File: config.mk
export PLATFORM = sky130hd
export DESIGN_NAME = chat_session_ctrl
export DESIGN_NICKNAME = d
export VERILOG_FILES = /design/src/rtl/chat_pkg.sv /design/src/rtl/pw_checker.sv /design/src/rtl/chat_session_ctrl.sv
export SDC_FILE = /design/constraint.sdc
export NUM_CORES = 1
export LEC_CHECK = 0
export CORE_MARGIN = 5
export CORE_UTILIZATION = 51
export CTS_BUF_LIST = sky130_fd_sc_hd__clkbuf_4 sky130_fd_sc_hd__clkbuf_8 sky130_fd_sc_hd__clkbuf_16
export CTS_CLUSTER_SIZE = 30
export DETAILED_ROUTE_END_ITERATION = 8
export HOLD_SLACK_MARGIN = 0.08
export PLACE_DENSITY = 0.7
export SYNTH_ARGS = -nofsm -noshare
export SYNTH_HDL_FRONTEND = slang
export SYNTH_SLANG_ARGS = --single-unit
File: constraint.sdc
create_clock -name clock -period 2.8 [get_ports clock]
set_input_delay 0.56 -clock clock [delete_from_list [all_inputs] [get_ports clock]]
set_output_delay 0.56 -clock clock [all_outputs]
set_load 0.02 [all_outputs]
File: src/rtl/chat_pkg.sv
// rtl/chat_pkg.sv - shared state encoding and ASCII constants for the chat session controller
package chat_pkg;

  localparam logic [2:0] ST_LOGIN     = 3'd0;
  localparam logic [2:0] ST_PASSWORD  = 3'd1;
  localparam logic [2:0] ST_SENDING   = 3'd2;
  localparam logic [2:0] ST_RECEIVING = 3'd3;
  localparam logic [2:0] ST_LOCKED    = 3'd4;

  localparam logic [7:0] ASCII_BS  = 8'h08;
  localparam logic [7:0] ASCII_CR  = 8'h0D;
  localparam logic [7:0] ASCII_ONE = 8'h31;

endpackage

File: src/rtl/pw_checker.sv
// rtl/pw_checker.sv - password entry buffer with backspace and match result for the current key
module pw_checker import chat_pkg::*; #(
  parameter int NUM_USERS = 2,
  parameter int PW_LEN    = 1,
  localparam int UW = (NUM_USERS > 1) ? $clog2(NUM_USERS) : 1,
  localparam int IW = (PW_LEN > 1) ? $clog2(PW_LEN) : 1
) (
  input  logic                          clock,
  input  logic                          resetn,
  input  logic                          clear,
  input  logic                          key_valid,
  input  logic [7:0]                    key_ascii,
  input  logic [UW-1:0]                 user_id,
  input  logic [NUM_USERS*PW_LEN*8-1:0] pw_table,
  output logic                          last,
  output logic                          match
);

  logic [IW-1:0]            pw_idx;
  logic [PW_LEN-1:0][7:0]   entered;
  logic [PW_LEN-1:0][7:0]   pw_rows [NUM_USERS];
  logic [PW_LEN-1:0][7:0]   row;
  logic [PW_LEN-1:0]        mis_vec;
  logic                     is_bs;

  for (genvar u = 0; u < NUM_USERS; u++) begin : g_rows
    assign pw_rows[u] = pw_table[u*PW_LEN*8 +: PW_LEN*8];
  end

  assign row = pw_rows[user_id];

  // Only chars still in the buffer count, so a backspaced typo no longer poisons the result.
  for (genvar g = 0; g < PW_LEN; g++) begin : g_cmp
    assign mis_vec[g] = (g < int'(pw_idx)) && (entered[g] != row[g]);
  end

  assign is_bs = (key_ascii == ASCII_BS);
  assign last  = !is_bs && (int'(pw_idx) == PW_LEN - 1);
  assign match = !(|mis_vec) && (key_ascii == row[pw_idx]);

  always_ff @(posedge clock or negedge resetn) begin
    if (!resetn) begin
      pw_idx  <= '0;
      entered <= '0;
    end else if (clear) begin
      pw_idx <= '0;
    end else if (key_valid) begin
      if (is_bs) begin
        if (pw_idx != '0) pw_idx <= pw_idx - 1'b1;
      end else begin
        entered[pw_idx] <= key_ascii;
        pw_idx          <= pw_idx + 1'b1;
      end
    end
  end

endmodule

File: src/rtl/chat_session_ctrl.sv
// rtl/chat_session_ctrl.sv - login/password/send/receive session FSM with lockout and receive tone
module chat_session_ctrl import chat_pkg::*; #(
  parameter int NUM_USERS   = 2,
  parameter int PW_LEN      = 1,
  parameter int MAX_FAILS   = 3,
  parameter int LOCK_CYCLES = 50_000_000,
  parameter int TONE_CYCLES = 12_500_000,
  localparam int UW = (NUM_USERS > 1) ? $clog2(NUM_USERS) : 1,
  localparam int FW = $clog2(MAX_FAILS + 1)
) (
  input  logic                          clock,
  input  logic                          resetn,
  input  logic                          key_valid,
  input  logic [7:0]                    key_ascii,
  input  logic                          logout,
  input  logic                          rx_valid,
  input  logic [NUM_USERS*PW_LEN*8-1:0] pw_table,
  input  logic                          send_ack,
  output logic [2:0]                    state,
  output logic [UW-1:0]                 user_id,
  output logic                          key_fwd,
  output logic                          lcd_clear,
  output logic                          send_req,
  output logic                          tone_en,
  output logic [FW-1:0]                 fail_cnt
);

  localparam int LW = $clog2(LOCK_CYCLES + 1);
  localparam int TW = $clog2(TONE_CYCLES + 1);

  logic [2:0]    state_d;
  logic [UW-1:0] user_d;
  logic [FW-1:0] fail_d;
  logic [LW-1:0] lock_cnt, lock_d;
  logic [TW-1:0] tone_cnt, tcnt_d;
  logic          fwd_d, send_d, tone_d, pend_d, rx_pending;
  logic          retry, chk_clear, chk_key, user_key, pw_last, pw_match;

  assign chk_key  = key_valid && !logout && (state == ST_PASSWORD);
  assign user_key = (key_ascii >= ASCII_ONE) && (key_ascii <= 8'(ASCII_ONE + NUM_USERS - 1));

  pw_checker #(
    .NUM_USERS (NUM_USERS),
    .PW_LEN    (PW_LEN)
  ) u_pw_checker (
    .clock     (clock),
    .resetn    (resetn),
    .clear     (chk_clear),
    .key_valid (chk_key),
    .key_ascii (key_ascii),
    .user_id   (user_id),
    .pw_table  (pw_table),
    .last      (pw_last),
    .match     (pw_match)
  );

  always_comb begin
    state_d   = state;
    user_d    = user_id;
    fail_d    = fail_cnt;
    lock_d    = lock_cnt;
    tcnt_d    = tone_cnt;
    fwd_d     = 1'b0;
    send_d    = send_req;
    tone_d    = tone_en;
    pend_d    = rx_pending;
    retry     = 1'b0;
    chk_clear = 1'b0;

    // Lockout is deaf to every input, logout included.
    if (state == ST_LOCKED) begin
      lock_d = lock_cnt + 1'b1;
      if (lock_cnt == LW'(LOCK_CYCLES - 1)) begin
        state_d = ST_LOGIN;
        fail_d  = '0;
        user_d  = '0;
        lock_d  = '0;
      end
    end else if (logout) begin
      state_d   = ST_LOGIN;
      send_d    = 1'b0;
      pend_d    = 1'b0;
      tone_d    = 1'b0;
      tcnt_d    = '0;
      chk_clear = 1'b1;
    end else begin
      case (state)
        ST_LOGIN: begin
          if (key_valid && user_key) begin
            user_d    = UW'(key_ascii - ASCII_ONE);
            chk_clear = 1'b1;
            state_d   = ST_PASSWORD;
          end
        end
        ST_PASSWORD: begin
          if (key_valid) begin
            fwd_d = 1'b1;
            if (pw_last) begin
              chk_clear = 1'b1;
              if (pw_match) begin
                fail_d  = '0;
                state_d = ST_SENDING;
              end else if (int'(fail_cnt) + 1 < MAX_FAILS) begin
                fail_d = fail_cnt + 1'b1;
                retry  = 1'b1;
              end else begin
                state_d = ST_LOCKED;
                lock_d  = '0;
              end
            end
          end
        end
        ST_SENDING: begin
          if (rx_valid) begin
            if (!send_req) begin
              state_d = ST_RECEIVING;
              tone_d  = 1'b1;
              tcnt_d  = '0;
            end else begin
              pend_d = 1'b1;
            end
          end else if (key_valid) begin
            if (key_ascii == ASCII_CR) begin
              if (!send_req) send_d = 1'b1;
            end else begin
              fwd_d = 1'b1;
            end
          end
          // A message that arrived mid-send is shown as soon as the handshake completes.
          if (send_req && send_ack) begin
            send_d = 1'b0;
            if (pend_d) begin
              pend_d  = 1'b0;
              state_d = ST_RECEIVING;
              tone_d  = 1'b1;
              tcnt_d  = '0;
            end
          end
        end
        ST_RECEIVING: begin
          if (rx_valid) begin
            tone_d = 1'b1;
            tcnt_d = '0;
          end else if (key_valid) begin
            state_d = ST_SENDING;
            tone_d  = 1'b0;
            tcnt_d  = '0;
          end else if (tone_en) begin
            if (tone_cnt == TW'(TONE_CYCLES - 1)) begin
              tone_d = 1'b0;
              tcnt_d = '0;
            end else begin
              tcnt_d = tone_cnt + 1'b1;
            end
          end
        end
        default: state_d = ST_LOGIN;
      endcase
    end
  end

  always_ff @(posedge clock or negedge resetn) begin
    if (!resetn) begin
      state      <= ST_LOGIN;
      user_id    <= '0;
      key_fwd    <= 1'b0;
      lcd_clear  <= 1'b0;
      send_req   <= 1'b0;
      tone_en    <= 1'b0;
      fail_cnt   <= '0;
      rx_pending <= 1'b0;
      lock_cnt   <= '0;
      tone_cnt   <= '0;
    end else begin
      state      <= state_d;
      user_id    <= user_d;
      key_fwd    <= fwd_d;
      lcd_clear  <= (state_d != state) || retry;
      send_req   <= send_d;
      tone_en    <= tone_d;
      fail_cnt   <= fail_d;
      rx_pending <= pend_d;
      lock_cnt   <= lock_d;
      tone_cnt   <= tcnt_d;
    end
  end

endmodule
==> metrics.csv, run 1 <==
metric;value;unit
design_area;0.00537;mm^2
total_power;2.92;mW
power_frac_seq;44.8;%
worstPathMaxFanout;8;
skew;0.0160;ns
powerDensity;544;mW/mm^2
fin_cells;684;
ys_top_cells_by_count;dfrtp_1 (70), nand2_1 (57), nor2_1 (43);
postRouteAntennaNets;0;
ioPinCount;40;
critPathKind;flop to flop;
synth.most_common_cell;dfrtp_1;
drt-vias-per-instance;6.01;
vias;4114;
synth.avg_cell_area;8.60;um^2
postCtsSetupBuffers;0;
syn_nets;553;
p_sw;843;uW
tns;0;ns
comb_power_share;16.9;%
root_buffer;clkbuf_8;
yosysTopAreaCell;dfrtp_1;
worst_pin_slew;1.08;ns
synth_seq_cells;70;
totalWireLength;11100;um
grt_pass1_wl;18900;um
rows;34;
finalHoldViolCount;0;
leakage;2.20;nW
async_flop_share;100;%
ys_types;67;
die_height;104;um
final.min_clock_period;2.52;ns
drtIter0Drc;226;
ys_seq_area_share;39.2;%
area_growth;20.3;%
clock_latency;0.35;ns
core;0.00864;mm^2
r2r_slack;0.28;ns
dr.pass1.iters;5;
drive_gt1_share;11.1;%
p_int;2.08;mW
rr_startpoint;tone_cnt[8]$_DFFE_PN0P_;
nets;605;
cts_sinks;70;
dp.cells;668;
wl_per_cell;16.2;um
finalCritPeriodShare;89.9;%
rr_worst_depth;6;
finalSetupViolations;0;
relSlewSlack;27.8;%
crit_required;3.02;ns
insertedDiodeCount;0;
cts_tree;yes;
dp_hpwl;8170;um
placed_cell_area;0.00510;mm^2
overflow;0;
fmax;397;MHz
synth_area;0.00447;mm^2
die_area;0.0107;mm^2
cap_violations;0;
worst_setup_path_end_kind;flop;
slew_viol_final;0;
yosys_warnings;0;
crit_start;tone_cnt[8]$_DFFE_PN0P_;
grt_usage;20.8;%
outcome;finished, final reports clean;
first_global_vias;3980;
swShare;28.8;%
clockBufferDepth;2;
regToRegEndpoint;tone_cnt[11]$_DFFE_PN0P_;
grt_setup_unrepaired;false;
grt_max_degree;33;
synthFlopType;dfrtp_1;
hold_class;input port to async pin;
clk_transition_reported_paths;0.09;ns
drc;0;
start_util;51.7;%
holdBufCountCts;0;
postSynthCellCount;519;
cp.arrival;2.74;ns
cp-start-kind;flop;
portBuffers;39;
ctsResizeCount;0;
routabilityCongestion;0.872;
cts_buffers;9;
netlist.area_leader.share;39.2;%
setup_ws;0.282;ns
antenna_found_initial;0;
dp_slack;0.0532;ns
ys_top_cells_by_area;dfrtp_1 (39%), nand2_1 (4.8%), xnor2_1 (4.3%);
synth_edf_count;0;
max-vdd-ir-drop;384;uV
fillCellCount;718;
die_w;104;um
htree_levels;3;
p_clk_share;38.3;%
-- final cells by class --
class / instances / area [um^2] / share of cell area (%)
multi-input combinational: 409 / 2540 / 47.3
sequential: 70 / 1750 / 32.6
timing repair buffer: 70 / 631 / 11.7
clock buffer: 11 / 145 / 2.70
tap: 108 / 135 / 2.52
clock inverter: 5 / 129 / 2.40
inverter: 11 / 41.3 / 0.769
-- power by group through the flow --
stage	combinational, mW	sequential, mW	clock [mW]
global route	0.555	1.33	1.18
finish	0.495	1.31	1.12
detailed placement	0.496	1.32	0
global placement	0.479	1.31	0
floorplan	0.334	1.27	0
CTS	0.496	1.30	1.14
-- flip-flops by register name, indices dropped and copies added, names as in the netlist, 2 cells and up --
signal / count
fail_cnt: 2
lock_cnt: 26
state: 3
tone_cnt: 24
u_pw_checker.entered: 8
-- worst max-delay path by stage --
stage	endpoint	cells past startpoint
6_report	tone_cnt[11]$_DFFE_PN0P_	6
2_1_floorplan	tone_cnt[14]$_DFFE_PN0P_	8
3_3_place_gp	tone_cnt[14]$_DFFE_PN0P_	7
4_1_cts	tone_cnt[11]$_DFFE_PN0P_	6
3_5_place_dp	lcd_clear$_DFF_PN0_	7
5_1_grt	lock_cnt[3]$_DFFE_PN0P_	7
-- metal layers --
| metal | vias to the layer above | routed length [um] | global-route usage (%) |
|---|---|---|---|
| li1 | 2030 | - | - |
| met1 | 1973 | 5060 | 29.0 |
| met2 | 99 | 5410 | 33.2 |
| met3 | 12 | 432 | 2.86 |
| met4 | 0 | 149 | 6.84 |
| met5 | - | 0 | 0 |
-- worst max-delay path, cell delays in order, from the launching register on --
cell     delay (ns)
dfrtp_1        0.42
or4b_1         0.56
or4_1          0.58
o21ai_2        0.30
buf_4          0.21
a21o_1         0.21
o21ai_0        0.12
-- cell usage in the layout, fill, tap and decap left out, drive strengths merged, types with 4 or more instances in the layout --
master	count
and2	6
o31ai	5
nor4	12
nand3	19
ha	4
a21o	7
dfrtp	70
xor2	4
mux2i	10
clkbuf	11
xnor2	22
o21ai	34
nand2	57
a21oi	31
nand2b	9
buf	32
and4	7
or4	5
a31oi	26
nor2	43
nor3	15
inv	12
clkdlybuf4s50	38
and3	8
o211ai	6
nor2b	8
nand4	15
a22o	4
bufinv	4
or3	5
-- kinds of logic (layout without fill, tap and decap cells) --
| logic type | count (synthesis) | in the layout | share of synthesized area, % |
|---|---|---|---|
| compound gates | 141 | 141 | 20.3 |
| fa+ha+maj | 4 | 4 | 1.12 |
| xor+xnor | 26 | 26 | 5.10 |
| mux | 11 | 11 | 2.83 |
| buf+inv | 40 | 97 | 4.01 |
| flops | 70 | 70 | 39.2 |
| simple gates | 227 | 227 | 27.5 |
-- per-stage QoR --
step           hold slack (ns)  util [%]
2_1_floorplan            0.264         -
3_3_place_gp             0.387      59.0
3_5_place_dp             0.386      59.0
4_1_cts                  0.240      62.2
5_1_grt                  0.267      62.2
6_report                 0.215      62.2
No activity file was read; power rests on OpenSTA's default activity.
==> run 2, diff against run 1 <==
--- a/config.mk
+++ b/config.mk
@@ -5,6 +5,7 @@
 export SDC_FILE = /design/constraint.sdc
 export NUM_CORES = 1
 export LEC_CHECK = 0
+export ABC_CLOCK_PERIOD_IN_PS = 2850
 export CORE_MARGIN = 5
 export CORE_UTILIZATION = 51
 export CTS_BUF_LIST = sky130_fd_sc_hd__clkbuf_4 sky130_fd_sc_hd__clkbuf_8 sky130_fd_sc_hd__clkbuf_16
==> constraint.sdc (replaced) <==
create_clock -name clock -period 2.85 [get_ports clock]
set_input_delay 0.57 -clock clock [delete_from_list [all_inputs] [get_ports clock]]
set_output_delay 0.57 -clock clock [all_outputs]
set_load 0.02 [all_outputs]
==> metrics.csv, run 2 (synthesized netlist as in run 1, its figures left out) <==
metric;value;unit
insertedDiodeCount;0;
layout_common_cells;dfrtp_1 (70), nand2_1 (57), nor2_1 (43);
routabilityCongestion;0.857;
crit_required;3.07;ns
clk_transition_reported_paths;0.09;ns
max-vdd-ir-drop;360;uV
rr_startpoint;user_id$_DFFE_PN0P_;
fmax;383;MHz
dp_hpwl;8040;um
overflow;0;
portBuffers;39;
cap_violations;0;
grt_usage;21.0;%
path_delay_family;simple AND/OR/NAND/NOR gates;
final.min_clock_period;2.61;ns
dr.pass1.iters;5;
dp_slack;0.0670;ns
ctsResizeCount;0;
slowest_stage;dfrtp_1;
cts_sinks;70;
regMostFlops;lock_cnt;
powerDensity;495;mW/mm^2
final_common_cell;dfrtp_1;
worst_pin_slew;0.645;ns
path_cells;mux2i_2, xnor2_1, nor4_4, a21boi_2, o311a_1, or3_1;
finalSetupViolations;0;
drtIter0Drc;197;
die_area;0.0107;mm^2
clock_latency;0.36;ns
root_buffer;clkbuf_8;
wl_per_cell;16.4;um
grt_setup_unrepaired;false;
finalHoldViolCount;0;
cp-start-kind;flop;
rows;34;
clockBufferDepth;2;
slowest_delay;0.70;ns
area_growth;17.2;%
cp.arrival;2.83;ns
vias;4127;
leakage;2.12;nW
start_util;51.7;%
holdBufCountCts;0;
drc;0;
postRouteAntennaNets;0;
postCtsSetupBuffers;0;
largest_reg_flops;26;
drt-vias-per-instance;6.11;
design_area;0.00524;mm^2
cts_tree;yes;
skew;0.0180;ns
setup_ws;0.239;ns
cts_buffers;9;
die_height;104;um
drive_gt1_share;9.86;%
crit_start;user_id$_DFFE_PN0P_;
first_global_vias;4053;
outcome;finished, final reports clean;
hold_class;input port to async pin;
reg_top3;lock_cnt: 26 flops, tone_cnt: 24 flops, u_pw_checker.entered: 8 flops;
grt_pass1_wl;19100;um
slew_viol_final;0;
relSlewSlack;56.6;%
critPathKind;flop to flop;
core;0.00864;mm^2
htree_levels;3;
placed_cell_area;0.00504;mm^2
totalWireLength;11100;um
die_w;104;um
ioPinCount;40;
dp.cells;660;
critPathBufInv;0;
fin_cells;676;
tns;0;ns
worstPathMaxFanout;10;
total_power;2.59;mW
antenna_found_initial;0;
worst_setup_path_end_kind;flop;
grt_max_degree;71;
finalCritPeriodShare;91.6;%
nets;597;
fillCellCount;756;
run 2: cell types whose count changed in the layout (fill, tap and decap cells not counted), sizes merged:
cell,previous run,this run
buf,32,24
clkinvlp,0,1
clkinv,0,4
bufinv,4,1
clkbuf,11,9
run 2: metrics by stage:
| stage | utilization, % | hold WS (ns) |
|---|---|---|
| floorplan | - | 0.274 |
| global placement | 58.3 | 0.387 |
| detailed placement | 58.3 | 0.387 |
| CTS | 60.6 | 0.238 |
| global route | 60.6 | 0.262 |
| finish | 60.6 | 0.214 |
run 2: power breakdown:
group	internal, mW	total, mW	switching [mW]
clock network	0.407	0.833	0.426
logic	0.211	0.455	0.243
registers	1.11	1.30	0.191
run 2: layout make-up:
class                           count  area (um^2)  area share (%)
Multi-Input combinational cell    409         2540            48.5
Inverter                           11         41.3           0.789
Sequential cell                    70         1750            33.5
Clock inverter                      7         73.8            1.41
Clock buffer                        9          124            2.37
Timing Repair Buffer               62          571            10.9
Tap cell                          108          135            2.58
run 2: worst paths after layout:
check	endpoint	slack, ns	cells past startpoint
max	lcd_clear$_DFF_PN0_	0.24	6
min	tone_cnt[19]$_DFFE_PN0P_	0.21	2
min in group clock	u_pw_checker.entered[5]$_DFFE_PN0P_	0.40	0
min reg2reg	u_pw_checker.entered[5]$_DFFE_PN0P_	0.40	0
max in group asynchronous	lock_cnt[11]$_DFFE_PN0P_	2.31	2
max reg2reg	lcd_clear$_DFF_PN0_	0.24	6
run 2: per-layer routing:
layer / vias up / global-route usage, % / part of all wire (%)
met5: - / 0 / 0
met4: 0 / 7.50 / 1.7
met3: 18 / 3.79 / 4.5
met2: 105 / 34.4 / 49
met1: 1986 / 27.8 / 45
li1: 2018 / - / -
==> run 3, diff against run 2 <==
--- a/config.mk
+++ b/config.mk
@@ -9,6 +9,7 @@
 export CORE_MARGIN = 5
 export CORE_UTILIZATION = 51
 export CTS_BUF_LIST = sky130_fd_sc_hd__clkbuf_4 sky130_fd_sc_hd__clkbuf_8 sky130_fd_sc_hd__clkbuf_16
+export CTS_CLUSTER_DIAMETER = 150
 export CTS_CLUSTER_SIZE = 30
 export DETAILED_ROUTE_END_ITERATION = 8
 export HOLD_SLACK_MARGIN = 0.08
==> constraint.sdc (replaced) <==
create_clock -name clock -period 2.85 [get_ports clock]
set_input_delay 0.57 -clock clock [delete_from_list [all_inputs] [get_ports clock]]
set_output_delay 0.57 -clock clock [all_outputs]
set_load 0.005 [all_outputs]
==> results of run 3 <==
Same layout as run 2 (identical final DEF). Status: finished, final reports clean.
Among the figures that moved: total power 2.59 mW -> 2.58 mW
==> RTL edit, RTL diff (config.mk and constraints of run 3) <==
The parameter `TONE_CYCLES` goes from 12_500_000 to 25_000_000.
--- a/src/rtl/chat_session_ctrl.sv
+++ b/src/rtl/chat_session_ctrl.sv
@@ -6,3 +6,3 @@
   parameter int LOCK_CYCLES = 50_000_000,
-  parameter int TONE_CYCLES = 12_500_000,
+  parameter int TONE_CYCLES = 25_000_000,
   localparam int UW = (NUM_USERS > 1) ? $clog2(NUM_USERS) : 1,
Check against the original RTL: no difference found for any inputs over 4 cycles, from zero or initial values and one cycle with resetn low; that may be too few to reach the edited logic, so the function may still have changed.
==> RTL edit against run 3 <==
Design area is 0.91% higher; setup slack got worse by 0.046 ns; wire length rose by 4.4%; worst hold slack about the same; total power shrank 13%; clock power down 3.8%; critical path depth is 1 higher; utilization is 0.25 points higher; count of clock-buffer cells in the layout increased by 1; cell count up 0.74%; die area up 1.1%; synthesized area increased by 1.2%; sequential cell count is 1 higher; sequential share of layout area up 0.17 points.
==> RTL edit: results (changes against run 3) <==
Outcome - finished clean
Placed cells - 667 (+1.1%)
Seq/Total Area, Yosys - 39.3% (+0.076 points)
Gpl congestion - 0.895 (+4.4%)
Biggest regs - lock_cnt x26, tone_cnt x25, u_pw_checker.entered x8
Met3 wire length - 674 um (+34%)
Post-synth top flop - dfrtp_1
Final Skew - 0.0126 ns (-0.00539 ns)
Peak VDD IR - 0.305 mV (-15%)
Hold Path Class - input pin to async pin
Filler cell count in the final layout - 777 (+2.8%)
Initial drt markers - 250 (+27%)
Detail Placement HPWL - 8180 um (+1.6%)
Global Route met2 Usage - 32.3% (-2.0 points)
Slew HR - 23.0% (-34 points)
Vias in the first global route - 4055 (+0.049%)
Top post-synthesis cells by count - dfrtp_1 (71), nand2_1 (54), o21ai_0 (37)
Vias - 4330 (+4.9%)
GR Util met3 - 3.04% (-0.75 points)
Worst reg-to-reg path cell count - 7 (+1)
Post-synthesis adder-cell area fraction - 1.11% (-0.014 points)
Dominant cells by area after synthesis - dfrtp_1 (39%), nand2_1 (4.5%), o21ai_0 (4.1%), nand3_1 (3.5%), nor2_1 (3.0%)
Data arrival, critical path - 2.85 ns (+0.02 ns)
CP top delay family - compound AO/OA/AOI/OAI gates
Synth Net Count - 562 (+1.6%)
Wire length per cell - 17.0 um (+3.7%)
Met1 WL - 5390 um (+7.9%)
Multiplexer area fraction after synthesis - 2.44% (-0.39 points)
WL met2 - 5330 um (-1.6%)
Post-synthesis compound-gate area fraction - 20.4% (+0.14 points)
CP peak stage delay - 0.77 ns (+0.07 ns)
Largest net degree at the start of global routing - 72 (+1.4%)
Slowest-stage cell, CP - o31ai_1
Share of cells above drive strength 1 - 9.08% (-0.78 points)
Vias per cell - 6.36 (+4.1%)
CP Capture Type - flip-flop
Port Buffers - 39 (unchanged)
Reg2reg setup slack - 0.19 ns (-0.05 ns)
Worst R2R End - lock_cnt[13]
GRT Total Usage - 21.8% (+0.77 points)
Xor/xnor cell area share of the yosys netlist - 3.49% (-1.6 points)
Global-route wire length before repair - 19900 um (+4.0%)
Met1 Use GR - 31.9% (+4.1 points)
Cell count after synthesis - 528 (+1.7%)
-- RTL edit: layout make-up --
type | count | area share [%]
clock buffers | 10 | 2.61
clock inverters | 4 | 0.900
multi-input cells | 414 | 48.5
inverters | 10 | 0.711
repair buffers | 64 | 11.1
flip-flops and latches | 71 | 33.6
well taps | 108 | 2.56
-- RTL edit: stage by stage --
stage	utilization [%]	setup slack (ns)	instance area, sq um	hold slack [ns]
after global routing	60.9	0.00339	5280	0.267
after floorplan	-	0.751	4520	0.274
after CTS	60.8	0.0652	5280	0.249
after global placement	58.7	-0.00573	5090	0.386
after detailed placement	58.7	-0.156	5090	0.385
final	60.9	0.193	5280	0.213
-- RTL edit: power by group --
group / switching (mW) / internal [mW]
clock network: 0.385 / 0.415
logic: 0.164 / 0.150
registers: 0.0789 / 1.06
-- RTL edit: repair_timing --
action / CTS / global route
hold buffers: 0 / 0
endpoints found under the setup margin: 0 / 18
hold endpoints to repair: 0 / 0
resized for setup: 0 / 1
